$ cat src/rtl/ipv4_daddr_extract.sv
// ipv4_daddr_extract
//   Passive tap on a 256-bit AXI4-Stream packet bus. It pulls the IPv4
//   destination address and header sanity flags out of each packet. It emits
//   exactly one single-cycle result per packet, so a downstream per-packet
//   FIFO stays aligned with the stream.
//
// Ports
//   clk                 core clock
//   reset               synchronous, active-high reset
//   s_axis_tdata        packet data, byte k at tdata[255-8k -: 8]
//   s_axis_tstrb        byte enables (not interpreted)
//   s_axis_tuser        sideband (not interpreted)
//   s_axis_tvalid       beat valid
//   s_axis_tready       consumer ready (observed only)
//   s_axis_tlast        last beat of packet
//   o_ipv4_daddr        frame bytes 30..33, big-endian
//   o_ipv4_daddr_valid  one-cycle pulse per packet
//   o_is_ipv4           ethertype 0x0800, version 4, IHL >= 5
//   o_ipv4_hdr_ok       o_is_ipv4, IHL == 5 and header checksum verifies
module ipv4_daddr_extract #(
    parameter int unsigned C_S_AXIS_DATA_WIDTH  = 256,
    parameter int unsigned C_S_AXIS_TUSER_WIDTH = 128
) (
    input  logic                              clk,
    input  logic                              reset,
    input  logic [C_S_AXIS_DATA_WIDTH-1:0]    s_axis_tdata,
    input  logic [C_S_AXIS_DATA_WIDTH/8-1:0]  s_axis_tstrb,
    input  logic [C_S_AXIS_TUSER_WIDTH-1:0]   s_axis_tuser,
    input  logic                              s_axis_tvalid,
    input  logic                              s_axis_tready,
    input  logic                              s_axis_tlast,
    output logic [31:0]                       o_ipv4_daddr,
    output logic                              o_ipv4_daddr_valid,
    output logic                              o_is_ipv4,
    output logic                              o_ipv4_hdr_ok
);

    typedef enum logic [1:0] {StSop, StHdr2, StPayload} state_e;

    state_e       state_q, state_d;
    logic         accept;

    // Holding registers captured from beat 0
    logic [15:0]  ethertype_q;
    logic [7:0]   ver_ihl_q;
    logic [15:0]  daddr_hi_q;
    logic [19:0]  csum_q;

    // Output registers and their next values
    logic [31:0]  daddr_q, daddr_d;
    logic         valid_q, valid_d;
    logic         is_ipv4_q, is_ipv4_d;
    logic         hdr_ok_q, hdr_ok_d;

    logic [19:0]  sop_sum;
    logic [19:0]  hdr_sum, fold1, fold2;
    logic         csum_good, is_ipv4_calc, hdr_ok_calc;

    // Bytes k and k+1 are adjacent, so a big-endian word is one 16-bit slice
    function automatic logic [15:0] get_word(input logic [255:0] d, input int k);
        return d[255-8*k -: 16];
    endfunction

    assign accept = s_axis_tvalid && s_axis_tready;

    // Partial header sum over frame bytes 14..31 (nine words)
    always_comb begin
        sop_sum = '0;
        for (int i = 0; i < 9; i++) begin
            sop_sum = sop_sum + {4'h0, get_word(s_axis_tdata, 14 + 2*i)};
        end
    end

    // Beat 1 starts at frame byte 32, so the last header word is its word 0
    always_comb begin
        hdr_sum      = csum_q + {4'h0, get_word(s_axis_tdata, 0)};
        fold1        = {4'h0, hdr_sum[15:0]} + {16'h0, hdr_sum[19:16]};
        fold2        = {4'h0, fold1[15:0]} + {16'h0, fold1[19:16]};
        csum_good    = (fold2 == 20'h0ffff);
        is_ipv4_calc = (ethertype_q == 16'h0800) && (ver_ihl_q[7:4] == 4'd4) &&
                       (ver_ihl_q[3:0] >= 4'd5);
        hdr_ok_calc  = is_ipv4_calc && (ver_ihl_q[3:0] == 4'd5) && csum_good;
    end

    // State register
    always_ff @(posedge clk) begin
        if (reset) begin
            state_q <= StSop;
        end else begin
            state_q <= state_d;
        end
    end

    // Next-state logic
    always_comb begin
        state_d = state_q;
        if (accept) begin
            unique case (state_q)
                StSop:     state_d = s_axis_tlast ? StSop : StHdr2;
                StHdr2:    state_d = s_axis_tlast ? StSop : StPayload;
                StPayload: state_d = s_axis_tlast ? StSop : StPayload;
                default:   state_d = StSop;
            endcase
        end
    end

    // Output logic: data outputs hold until the next pulse
    always_comb begin
        valid_d   = 1'b0;
        daddr_d   = daddr_q;
        is_ipv4_d = is_ipv4_q;
        hdr_ok_d  = hdr_ok_q;
        if (accept) begin
            unique case (state_q)
                StSop: begin
                    // Runt: report zeros so the result FIFO still gets an entry
                    if (s_axis_tlast) begin
                        valid_d   = 1'b1;
                        daddr_d   = '0;
                        is_ipv4_d = 1'b0;
                        hdr_ok_d  = 1'b0;
                    end
                end
                StHdr2: begin
                    valid_d   = 1'b1;
                    daddr_d   = {daddr_hi_q, get_word(s_axis_tdata, 0)};
                    is_ipv4_d = is_ipv4_calc;
                    hdr_ok_d  = hdr_ok_calc;
                end
                default: ;
            endcase
        end
    end

    always_ff @(posedge clk) begin
        if (reset) begin
            ethertype_q <= '0;
            ver_ihl_q   <= '0;
            daddr_hi_q  <= '0;
            csum_q      <= '0;
        end else if (accept && (state_q == StSop)) begin
            ethertype_q <= get_word(s_axis_tdata, 12);
            ver_ihl_q   <= s_axis_tdata[255-8*14 -: 8];
            daddr_hi_q  <= get_word(s_axis_tdata, 30);
            csum_q      <= sop_sum;
        end
    end

    always_ff @(posedge clk) begin
        if (reset) begin
            daddr_q   <= '0;
            valid_q   <= 1'b0;
            is_ipv4_q <= 1'b0;
            hdr_ok_q  <= 1'b0;
        end else begin
            daddr_q   <= daddr_d;
            valid_q   <= valid_d;
            is_ipv4_q <= is_ipv4_d;
            hdr_ok_q  <= hdr_ok_d;
        end
    end

    assign o_ipv4_daddr       = daddr_q;
    assign o_ipv4_daddr_valid = valid_q;
    assign o_is_ipv4          = is_ipv4_q;
    assign o_ipv4_hdr_ok      = hdr_ok_q;

    // Most data bytes, strobes and sideband are deliberately not interpreted
    logic unused_inputs;
    assign unused_inputs = ^{s_axis_tdata, s_axis_tstrb, s_axis_tuser};

endmodule

$ cat config.mk
export PLATFORM = sky130hd
export DESIGN_NAME = ipv4_daddr_extract
export DESIGN_NICKNAME = d
export VERILOG_FILES = /design/src/rtl/ipv4_daddr_extract.sv
export SDC_FILE = /design/constraint.sdc
export NUM_CORES = 1
export LEC_CHECK = 0
export ABC_AREA = 1
export CORE_AREA = 5 5 172 174
export CTS_BUF_LIST = sky130_fd_sc_hd__clkbuf_4 sky130_fd_sc_hd__clkbuf_8 sky130_fd_sc_hd__clkbuf_16
export CTS_CLUSTER_SIZE = 12
export DETAILED_ROUTE_END_ITERATION = 8
export DIE_AREA = 0 0 177 179
export GPL_ROUTABILITY_DRIVEN = 1
export PLACE_DENSITY = 0.64
export SLEW_MARGIN = 40
export SYNTH_ARGS = -nofsm -noshare
export SYNTH_HDL_FRONTEND = slang
export SYNTH_SLANG_ARGS = --single-unit
$ cat constraint.sdc
create_clock -name clk -period 20.4 [get_ports clk]
set_input_delay 6.12 -clock clk [delete_from_list [all_inputs] [get_ports clk]]
set_output_delay 6.12 -clock clk [all_outputs]
set_load 0.02 [all_outputs]
==> flow_summary_export.csv <==
group,metric,value,unit
yosys,syn_nets,1569,
global_routing,grt_pass1_wl,37600,um
floorplanning,fp.dieH,179,um
sta,tns,0,ns
floorplanning,die_w,177,um
run,drv_cap,0,
drt,drt_iter0_drc,341,
setup_path,cpLargestDelayFamily,"simple AND/OR/NAND/NOR gates",
global_routing,grt_usage,0.149,
clocking,clk_pin_slew,0.08,ns
yosys,synth.largest_area_cell,"fa_1",
placed_design,globalplace.congestion,0.865,
drt,drc,0,
yosys,ys_types,39,
yosys,syn_area,0.00829,sq mm
yosys,synth_area_leaders,"fa_1 27%, dfxtp_1 23%, ha_1 6.9%",
setup_path,crit_slowest_cell,"clkdlybuf4s50_1",
sta,final-setup-viol-count,0,
setup_path,cp.required,20.69,ns
clocking,clock_path_buffers,2,
sta,worst_pin_slew,0.663,ns
sta,rsz0062_at_grt,"no",
drt,post_drt_via_cell_ratio,4.52,
yosys,async_flop_share,0,
drt,dr.pass1.iters,5,
clocking,cts_buffers,9,
setup_path,crit_start,"s_axis_tdata[240]",
setup_path,worstReg2RegStart,"csum_q[0]$_SDFFE_PP0P_",
global_routing,overflow,0,
sta,slew_viol_final,0,
yosys,ys_seq_area_frac,0.234,
setup_path,crit_end,"o_ipv4_hdr_ok$_SDFFE_PP0P_",
pwr,peakVddDrop,92.4,uV
placed_design,io_buffers,215,
setup_path,cp_common_cell,"nand2_1",
setup_path,ff2ff_setup_slack,14.70,ns
layout,final_common_cell,"clkdlybuf4s50_1",
setup_path,r2r_cells,47,
layout,area_growth,34.7,%
floorplanning,start_util,0.300,
run_status,status,"completed",
sta,finClkSkew,0.0122,ns
yosys,ys.flop_type,"dfxtp_1",
drt,vias,7128,
layout,drive_gt1_frac,0.0584,
yosys,avgSynthCellArea,8.37,sq um
sta,post-route-min-period,11.65,ns
yosys,synth_top_area_share,0.271,
clocking,clk_latency,0.36,ns
sta,slew_headroom,0.558,
worst_hold_path,hp-class,"flip-flop to flip-flop",
floorplanning,pin_count,456,
placed_design,hpwl,19000,um
yosys,ys_seq_elements,97,
layout,antenna_cells,0,
setup_path,worstPathArrival,11.94,ns
setup_path,cp-start-kind,"input pin",
sta,fmax,0.0859,GHz
setup_path,cp_slowest_stage_delay,0.52,ns
pwr,p_total,1240,uW
setup_path,cp_num_buf_inv,8,
setup_path,crit_cells,48,
floorplanning,rows,61,
clocking,ctsResizeCount,0,
layout,most-common-layout-cells,"214 x clkdlybuf4s50_1, 141 x nor2_1, 133 x nand2_1, 121 x inv_1, 112 x fa_1",
drt,ant_nets,0,
global_routing,antenna_found_initial,0,
yosys,synth_edf_count,0,
sta,fin_crit_sh,0.571,
setup_path,r2r_end,"o_ipv4_hdr_ok$_SDFFE_PP0P_",
floorplanning,core_area,0.0276,sq mm
setup_path,path_max_fanout,4,
clocking,cts_sinks,97,
drt,wire_per_inst,14.5,um
layout,nFillCells,2815,
sta,hold_viol_final,0,
clocking,htreeDepth,3,
setup_path,worstSetupPathType,"input pin to flip-flop",
yosys,ys_warn_count,0,
layout,nets,1772,
pwr,power.density,111,mW/mm^2
setup_path,cp-end-kind,"flip-flop",
clocking,clockRootBuffer,"clkbuf_16",
global_routing,grt_start_max_net_pins,63,
drt,wirelength,22800,um
pwr,p_leak,0.00482,uW
global_routing,grt_pass1_vias,7543,
clocking,post-cts-setup-buffer-count,0,
floorplanning,die-area,0.0317,sq mm
yosys,syn_inst,990,
clocking,cts_tree,"built",
clocking,postCtsHoldBufs,0,
## power breakdown
group          leakage, uW  switching [uW]  internal, uW  total (uW)
sequential        0.000792            9.32           205         214
clock             0.000147            87.0          87.1         174
combinational      0.00388             493           356         849
## worst min path at each step
stage                                            start                            to  slack (ns)  cells after the start
final                     ethertype_q[11]$_SDFFE_PP0P_  ethertype_q[11]$_SDFFE_PP0P_        0.46                      2
after global routing       ethertype_q[0]$_SDFFE_PP0P_   ethertype_q[0]$_SDFFE_PP0P_        0.48                      2
after CTS                  ethertype_q[0]$_SDFFE_PP0P_   ethertype_q[0]$_SDFFE_PP0P_        0.46                      2
after detailed placement   ethertype_q[0]$_SDFFE_PP0P_   ethertype_q[0]$_SDFFE_PP0P_        0.45                      2
after global placement     ethertype_q[0]$_SDFFE_PP0P_   ethertype_q[0]$_SDFFE_PP0P_        0.44                      2
after floorplan              ver_ihl_q[4]$_SDFFE_PP0P_     ver_ihl_q[4]$_SDFFE_PP0P_        0.43                      2
## routing by layer
| metal | wire length (um) | global-route usage | part of all wire |
|---|---|---|---|
| met5 | 0 | 0 | 0 |
| met4 | 193 | 0.0245 | 0.0085 |
| met2 | 11200 | 0.267 | 0.49 |
| met3 | 1490 | 0.0354 | 0.065 |
| met1 | 9960 | 0.185 | 0.44 |
## metrics by stage
stage / area, sq um / instances / utilization / hold WS [ns] / setup WS [ns]
floorplan: 8290 / 990 / - / 0.429 / 9.65
global placement: 10800 / 1559 / 0.392 / 0.445 / 8.33
detailed placement: 10900 / 1560 / 0.393 / 0.449 / 8.32
CTS: 11200 / 1576 / 0.404 / 0.461 / 8.71
global route: 11200 / 1576 / 0.404 / 0.479 / 8.19
finish: 11200 / 1576 / 0.404 / 0.457 / 8.75
## synthesized netlist by cell type, types with 4 or more instances
cell type    n
a21oi_1     42
a22oi_1     32
a31oi_1      5
clkbuf_1    28
dfxtp_1     97
fa_1       112
ha_1        46
inv_1      121
inv_2        5
nand2_1    133
nand2_2     21
nand2_4      4
nand3_1     48
nand4_1      7
nor2_1     143
nor2_4       4
nor3_1       5
o21a_1       6
o21ai_0     66
o21bai_1    10
xnor2_1     11
xor2_1      12
## cell type report
| type | instances | area, sq um | share of cell area |
|---|---|---|---|
| flip-flops and latches | 97 | 1940 | 0.174 |
| inverters | 127 | 477 | 0.0427 |
| clock buffers | 9 | 225 | 0.0202 |
| multi-input cells | 737 | 5770 | 0.516 |
| well taps | 378 | 473 | 0.0424 |
| repair buffers | 221 | 2210 | 0.198 |
| clock inverters | 7 | 68.8 | 0.00616 |
## state kept, by name, indices dropped and copies added (netlist names)
signal / flops
o_ipv4_hdr_ok: 1
ver_ihl_q: 8
csum_q: 20
o_is_ipv4: 1
daddr_hi_q: 16
o_ipv4_daddr: 32
ethertype_q: 16
o_ipv4_daddr_valid: 1
state_q: 2
## worst reg2reg max path, delay by kind of cell (launching register included)
kind            cells  cell delay, ns
flops               1            0.36
buf+inv             7            0.54
simple gates       32            2.95
fa+ha+maj           6            1.55
compound gates      1            0.11
xor+xnor            1            0.16
## kinds of logic (layout without fill, tap and decap cells)
kind of cell | count (synthesis) | count (layout) | share of synthesized area
XOR/XNOR | 24 | 24 | 0.0263
AND/OR/NAND/NOR | 379 | 379 | 0.202
flip-flops | 97 | 97 | 0.234
buffers and inverters | 156 | 364 | 0.0716
AO/OA/AOI/OAI | 176 | 176 | 0.126
adder cells (fa/ha/maj) | 158 | 158 | 0.340
Note: power is estimated with default switching activity, not from simulation.
